`src/rtl/ysyx_25040111_ifu_fetch.sv`:
```
// Instruction-fetch responder: turns a pc/pc_valid pulse into one AXI4-Lite
// read and hands the instruction to decode over a valid/ready handshake,
// flagging misaligned PCs, bus errors and bus timeouts as fetch faults.
//
// state | meaning
// IDLE  | waiting for a pc_valid pulse
// ADDR  | arvalid high, waiting for arready
// DATA  | rready high, waiting for rvalid
// HOLD  | inst_valid high, waiting for decode to take the instruction
module ysyx_25040111_ifu_fetch #(
  parameter int ADDR_W  = 32,
  parameter int DATA_W  = 32,
  parameter int TIMEOUT = 255
) (
  input  logic              clk,
  input  logic              reset,
  input  logic [ADDR_W-1:0] pc,
  input  logic              pc_valid,
  output logic              busy,
  output logic [ADDR_W-1:0] araddr,
  output logic              arvalid,
  input  logic              arready,
  input  logic [DATA_W-1:0] rdata,
  input  logic [1:0]        rresp,
  input  logic              rvalid,
  output logic              rready,
  output logic [DATA_W-1:0] inst,
  output logic [ADDR_W-1:0] inst_pc,
  output logic              inst_valid,
  input  logic              inst_ready,
  output logic              fetch_fault
);

  // The counter only needs to reach TIMEOUT-1: the stalled cycle that finds
  // it there is the TIMEOUT-th one and triggers the fault.
  localparam int CNT_W = (TIMEOUT > 1) ? $clog2(TIMEOUT) : 1;
  localparam bit TO_EN = (TIMEOUT > 0);
  localparam logic [CNT_W-1:0] TO_LAST = (TIMEOUT > 0) ? CNT_W'(TIMEOUT - 1) : '0;

  typedef enum logic [1:0] {IDLE, ADDR, DATA, HOLD} state_t;

  state_t           state_q;
  state_t           state_d;
  logic [CNT_W-1:0] cnt_q;
  logic             aligned;
  logic             take_pc;
  logic             stall;
  logic             to_fire;

  assign aligned = (pc[1:0] == 2'b00);
  // A new PC is taken in IDLE, or in HOLD when decode accepts in the same cycle.
  assign take_pc = pc_valid && ((state_q == IDLE) || ((state_q == HOLD) && inst_ready));
  assign stall   = ((state_q == ADDR) && !arready) || ((state_q == DATA) && !rvalid);
  assign to_fire = TO_EN && stall && (cnt_q == TO_LAST);

  // State register.
  always_ff @(posedge clk or negedge reset) begin
    if (!reset) state_q <= IDLE;
    else        state_q <= state_d;
  end

  // Next-state selection.
  always_comb begin
    state_d = state_q;
    case (state_q)
      IDLE: if (take_pc) state_d = aligned ? ADDR : HOLD;
      ADDR: begin
        if (arready)      state_d = DATA;
        else if (to_fire) state_d = HOLD;
      end
      DATA: if (rvalid || to_fire) state_d = HOLD;
      HOLD: begin
        if (take_pc)         state_d = aligned ? ADDR : HOLD;
        else if (inst_ready) state_d = IDLE;
      end
      default: state_d = IDLE;
    endcase
  end

  // Stall counter: cleared on entry to ADDR/DATA, advances on every stalled cycle.
  always_ff @(posedge clk or negedge reset) begin
    if (!reset) begin
      cnt_q <= '0;
    end else if ((state_d != state_q) && ((state_d == ADDR) || (state_d == DATA))) begin
      cnt_q <= '0;
    end else if (stall) begin
      cnt_q <= cnt_q + 1'b1;
    end
  end

  // Registered outputs; a taken PC is applied last so it wins over the HOLD release.
  always_ff @(posedge clk or negedge reset) begin
    if (!reset) begin
      busy        <= 1'b0;
      araddr      <= '0;
      arvalid     <= 1'b0;
      rready      <= 1'b0;
      inst        <= '0;
      inst_pc     <= '0;
      inst_valid  <= 1'b0;
      fetch_fault <= 1'b0;
    end else begin
      busy <= (state_d != IDLE);
      case (state_q)
        ADDR: begin
          if (arready) begin
            arvalid <= 1'b0;
            rready  <= 1'b1;
          end else if (to_fire) begin
            arvalid     <= 1'b0;
            inst        <= '0;
            fetch_fault <= 1'b1;
            inst_valid  <= 1'b1;
          end
        end
        DATA: begin
          if (rvalid) begin
            rready     <= 1'b0;
            inst_valid <= 1'b1;
            if (rresp == 2'b00) begin
              inst        <= rdata;
              fetch_fault <= 1'b0;
            end else begin
              inst        <= '0;
              fetch_fault <= 1'b1;
            end
          end else if (to_fire) begin
            rready      <= 1'b0;
            inst        <= '0;
            fetch_fault <= 1'b1;
            inst_valid  <= 1'b1;
          end
        end
        HOLD: begin
          if (inst_ready) begin
            inst_valid  <= 1'b0;
            fetch_fault <= 1'b0;
          end
        end
        default: ;
      endcase
      if (take_pc) begin
        inst_pc <= pc;
        if (aligned) begin
          araddr  <= pc;
          arvalid <= 1'b1;
        end else begin
          inst        <= '0;
          fetch_fault <= 1'b1;
          inst_valid  <= 1'b1;
        end
      end
    end
  end

endmodule

```
`config.mk`:
```
export PLATFORM = sky130hd
export DESIGN_NAME = ysyx_25040111_ifu_fetch
export DESIGN_NICKNAME = d
export VERILOG_FILES = /design/src/rtl/ysyx_25040111_ifu_fetch.sv
export SDC_FILE = /design/constraint.sdc
export NUM_CORES = 1
export LEC_CHECK = 0
export BUFFER_PORTS_ARGS = -buffer_cell sky130_fd_sc_hd__buf_4
export CAP_MARGIN = 20
export CORE_AREA = 2 2 103 105
export DETAILED_ROUTE_END_ITERATION = 6
export DIE_AREA = 0 0 105 107
export GPL_TIMING_DRIVEN = 0
export HOLD_SLACK_MARGIN = 0.06
export PLACE_DENSITY = 0.85
export SETUP_SLACK_MARGIN = 0.02
export SLEW_MARGIN = 20
export SYNTH_ARGS = -nofsm -noshare
export SYNTH_HDL_FRONTEND = slang
export SYNTH_SLANG_ARGS = --single-unit
```
`constraint.sdc`:
```
create_clock -name clk -period 3.8 [get_ports clk]
set_clock_uncertainty 0.2 [all_clocks]
set_input_delay 0.38 -clock clk [delete_from_list [all_inputs] [get_ports clk]]
set_output_delay 0.38 -clock clk [all_outputs]
set_load 0.005 [all_outputs]
```
* Word level (Yosys, flattened, before mapping)
Cells that the tools add are included.
** Operators by class
- Add/sub/neg operators :: 1
- Reductions and logical operators :: 20
- Equal/unequal tests :: 9
- Mux-type cells :: 41
** Operators with widths (number)
- 32-bit 2-to-1 mux :: 6
- 32-bit one-hot mux with 2 select lines :: 1
- 1-bit 2-to-1 mux :: 21
- 8-bit 2-to-1 mux :: 2
- 2-bit 2-to-1 mux :: 7
- 8-bit by 1-bit adder with 8-bit output (second input constant) :: 1
- 8-bit == test (second input constant) :: 1
- 2-bit one-hot mux with 4 select lines :: 1
- 2-bit == test (second input constant) :: 3
- 1-bit logical AND :: 6
- 2-bit zero test :: 3
- 1-bit one-hot mux with 3 select lines :: 2
- 2-bit nonzero test :: 3
- 2-bit by 1-bit == test with 1-bit output (second input constant) :: 2
- 1-bit logical OR :: 4
- 3-bit != test (second input constant) :: 1
- 3-bit AND reduction :: 1
- 1-bit zero test :: 2
- 2-bit != test :: 1
- 2-bit != test (second input constant) :: 1
- 1-bit one-hot mux with 2 select lines :: 1
- 2-bit AND reduction :: 1
** Storage, ports and cells
- Register bits after elaboration :: 111
- Word-level logic and storage cells :: 81

* Logic depth before layout (Yosys ltp)
- Depth in word-level cells :: 11
- Gate-level depth with buffers :: 11

* Least setup slack after synthesis
Ideal clock, no wire load.
- Path kind :: flip-flop to flip-flop
- Start :: register state_q[1]
- End :: register cnt_q[0]
- Arrival time :: 2579 ps
- Setup slack :: 899 ps
- Stages on the path, launching flop included :: 12
- Setup time :: 122 ps
- Buffers on the path :: 0
- Clock period less this slack :: 2901 ps
- Cells stage by stage :: dfrtp_1 -> inv_1 -> ha_1 -> nand2b_2 -> a211oi_4 -> or2_4 -> a221oi_2 -> o21bai_1 -> ha_1 -> nand3_1 -> mux2i_2 -> and4b_2
** Between the ends
- Word-level cells in the longest chain between the ends :: 11
- Elaborated cells on any way between the ends :: 26
- Classes of those cells :: eq/ne: 6; mux: 8; reduce/logical: 12
** RTL lines
- start, declared :: RTL line 42 : state_t state_q;
- start signal, assigned :: RTL line 59 : else state_q <= state_d;
- 2-bit by 1-bit == test with 1-bit output or 2-bit == test (tied branches) :: RTL line 53, 65
- 1-bit logical AND :: RTL line 53 : assign stall = ((state_q == ADDR) && !arready) || ((state_q == DATA) && !rvalid);
- 1-bit logical OR :: RTL line 53
- 1-bit logical AND :: RTL line 54 : assign to_fire = TO_EN && stall && (cnt_q == TO_LAST);
- 2-bit 2-to-1 mux or 1-bit logical OR (tied branches) :: RTL line 69, 71
- 2-bit 2-to-1 mux, on equally long branches :: RTL line 68, 71
- 2-bit one-hot mux with 4 select lines :: RTL line 65 : case (state_q)
- 2-bit by 1-bit == test with 1-bit output or 2-bit == test (tied branches) :: RTL line 84 : end else if ((state_d != state_q) && ((state_d == ADDR) || (state_d == DATA))) begin
- 1-bit logical OR :: RTL line 84
- 1-bit logical AND :: RTL line 84
- 8-bit 2-to-1 mux or 2-bit nonzero test (tied branches)
- end signal, assigned :: RTL line 87 : cnt_q <= cnt_q + 1'b1;
- end, declared :: RTL line 44 : logic [CNT_W-1:0] cnt_q;
Several ways; a longest one is shown, not always the timed one.
A chain may end at the register's enable or synchronous reset.

* Worst setup path after layout
- Start :: register state_q[1]
- End :: register cnt_q[4]
The elaborated chain is that of the path after synthesis.

==> results.sh <==
export IMPL_hold_path_cell_count=4
export IMPL_cap_violations=0
export IMPL_grt_antenna_before_repair=0
export IMPL_die_h_um=107
export IMPL_synth_warnings=0
export IMPL_setup_viol=0
export IMPL_yosysTopAreaCell="dfrtp_1"
export IMPL_slew_headroom_pct=42.60
export IMPL_period_minus_slack_ps=3384
export IMPL_synthDistinctLibCells=42
export IMPL_mostFrequentLayoutCells="buf_4 (171), dfrtp_1 (111), mux2_2 (62)"
export IMPL_layout_commonest_cell="buf_4"
export IMPL_drive_above_1_share_pct=43.81
export IMPL_async_reset_ff_share_pct=100.0
export IMPL_cts_tree="built"
export IMPL_worstRegToRegCells=11
export IMPL_synth_seq_cells=111
export IMPL_gr_total_overflow=0
export IMPL_numCtsBuffers=9
export IMPL_p_leak_nw=3.384
export IMPL_r2r_start="state_q[1]"
export IMPL_worstPathRequired_ps=3870
export IMPL_fin_setup_tns_ps=0
export IMPL_hold_path_end="inst[12]"
export IMPL_min_path_type="primary input to flip-flop"
export IMPL_synth_top_area_share_pct=56.30
export IMPL_status="finished, final reports clean"
export IMPL_rsz0062_at_grt="no"
export IMPL_min_from="rdata[12]"
export IMPL_grt_met3_usage_pct=8.024
export IMPL_cts_root_buffer="clkbuf_8"
export IMPL_nets=690
export IMPL_grt_use_met2_pct=41.60
export IMPL_peakVddDrop_mv=0.4655
export IMPL_grt_first_pass_wirelength_um=21900
export IMPL_synth_ff_type="dfrtp_1"
export IMPL_grt_pass1_vias=4285
export IMPL_drt_iter0_drc=179
export IMPL_route_vias_total=4023
export IMPL_fp_dieArea_um2=11240
export IMPL_io_buffers=172
export IMPL_fin_hold_ws_ps=147.2
export IMPL_worstSetupPathType="flip-flop to flip-flop"
export IMPL_synth_nets=474
export IMPL_grt_max_degree=112
export IMPL_viasPerCell=5.364
export IMPL_rows=37
export IMPL_syn_inst=393
export IMPL_io_pins=173
export IMPL_syn_cell_area_um2=4933
export IMPL_muxShareOfSynthArea_pct=14.63
export IMPL_htreeDepth=3
export IMPL_diodes=0
export IMPL_syn_to_final_growth_pct=40.65
export IMPL_insertion_delay_ps=380
export IMPL_dr_pass1_iters=4
export IMPL_core_um2=10090
export IMPL_synth_area_per_cell_um2=12.55
export IMPL_hold_viol_final=0
export IMPL_startpoint_type="flip-flop"
export IMPL_synthXorXnorAreaFrac_pct=1.243
export IMPL_r2r_end="cnt_q[4]"
export IMPL_clock_sinks=111
export IMPL_p_per_area_nw_per_um2=699.7
export IMPL_start_util_pct=48.88
export IMPL_path_max_fanout=8
export IMPL_cts_buffer_depth=2
export IMPL_drc=0
export IMPL_fmax_mhz=295.5
export IMPL_slew_violations=0
export IMPL_detail_route_wl_per_cell_um=18.14
export IMPL_gp_congestion=0.7543
export IMPL_worstPathArrival_ps=3460
export IMPL_grtUsageTotal_pct=24.95
export IMPL_synth_fa_ha_area_share_pct=2.283
export IMPL_synth_top_family_by_area="multiplexers"
export IMPL_met1_usage_pct=30.46
export IMPL_worst_pin_slew_ps=861.0
export IMPL_synth_edff_count=0
export IMPL_ant_nets=0
export IMPL_synth_area_top_cells="dfrtp_1 (56%), mux2_2 (14%), a22o_1 (5.7%)"
export IMPL_die_w_um=105
export IMPL_rrSetupSlack_ps=420
export IMPL_synthSimpleGateAreaFrac_pct=8.775
export IMPL_clkTransAtPathRegs_ps=110
export IMPL_cp_end_kind="flip-flop"
export IMPL_finalCritPeriodShare_pct=89.06
export IMPL_synth_compound_area_share_pct=14.10
export IMPL_busiest_layer="met2"
export IMPL_hpwl_um=9137
export IMPL_wirelength_um=13610
export IMPL_ys_seq_area_share_pct=56.30
cell families (layout without fill, tap and decap cells):
logic type,Yosys count,count (layout)
multiplexers,64,64
flip-flops,111,111
buffers and inverters,34,255
adder cells (fa/ha/maj),9,9
AO/OA/AOI/OAI,87,87
XOR/XNOR,7,7
AND/OR/NAND/NOR,81,81
metrics by stage:
stage | instance area [µm²] | total power [W] | util (%) | cells | worst slack [ps]
final | 6939 | 0.004856 | 68.76 | 750 | 415.6
after global routing | 6939 | 0.005159 | 68.76 | 750 | 203.5
after CTS | 6937 | 0.004815 | 68.73 | 750 | 429.0
after detailed placement | 6399 | 0.004047 | 63.40 | 701 | 450.9
after global placement | 6395 | 0.003933 | 63.36 | 701 | 574.0
after floorplan | 4933 | 0.002976 | - | 393 | 898.6
final cells by class:
| cell class | count | area (µm²) |
|---|---|---|
| Clock buffer | 9 | 123.9 |
| Inverter | 11 | 41.29 |
| Clock inverter | 7 | 83.83 |
| Sequential cell | 111 | 2778 |
| Buffer | 23 | 90.09 |
| Timing Repair Buffer | 205 | 1628 |
| Multi-Input combinational cell | 248 | 2024 |
| Tap cell | 136 | 170.2 |
| Fill cell | 706 | 3153 |
sequential cells by signal (all words and copies together), names as in the netlist:
name         cells
rready           1
inst            32
arvalid          1
fetch_fault      1
inst_valid       1
state_q          2
inst_pc         32
busy             1
cnt_q            8
araddr          32
cell usage after synthesis, types with 2 or more instances:
cell type and number:
xnor2_1 6, nand3_1 3, nor2b_1 2, o21ai_0 5
a22o_1 32, nor2_1 38, and2_1 2, and4b_2 6
nand4_1 3, nand2b_1 2, nand2_1 13, buf_1 7
clkbuf_1 13, a21oi_1 7, a22oi_1 32, dfrtp_1 111
and3_1 2, buf_2 3, ha_1 9, a21o_1 2
inv_1 11, nand2b_2 2, mux2_2 62, and4b_1 2
per-layer routing:
metal	wire, µm	share of wire [%]
met5	0	0
met1	5521	41
met2	6681	49
met3	1120	8.2
met4	284	2.1
timing repair:
| action | 4_1_cts | 5_1_grt |
|---|---|---|
| hold buffers | 33 | 0 |
| resized for setup | 0 | 0 |
| hold endpoints to repair | 173 | 0 |
| buffers inserted | 0 | 0 |
power by group:
group	switching (W)	leakage [nW]	internal (W)	total, W
Combinational	0.00104	1.88	0.00117	0.00221
Sequential	0.000299	1.40	0.00161	0.00191
Clock	0.000429	0.0986	0.000313	0.000741
Total	0.00177	3.38	0.00309	0.00486
worst max-delay path, cell delays in order, from the launching register on:
cell and delay [ps]:
dfrtp_1 490, inv_1 160, ha_1 320, nand2b_2 130
a211oi_4 410, or2_4 220, a221oi_2 80, o21bai_1 210
ha_1 350, nand3_1 100, mux2i_2 340, and4b_2 270
how the worst max path moves through the flow:
stage	startpoint	to	slack, ps	cells past startpoint
6_report	state_q[1]	cnt_q[4]	420	11
4_1_cts	state_q[1]	cnt_q[4]	430	11
2_1_floorplan	state_q[1]	cnt_q[0]	900	11
3_5_place_dp	state_q[1]	cnt_q[5]	450	11
5_1_grt	state_q[1]	cnt_q[6]	200	11
3_3_place_gp	state_q[1]	cnt_q[6]	570	11
Power figures use the tool's default switching activity.
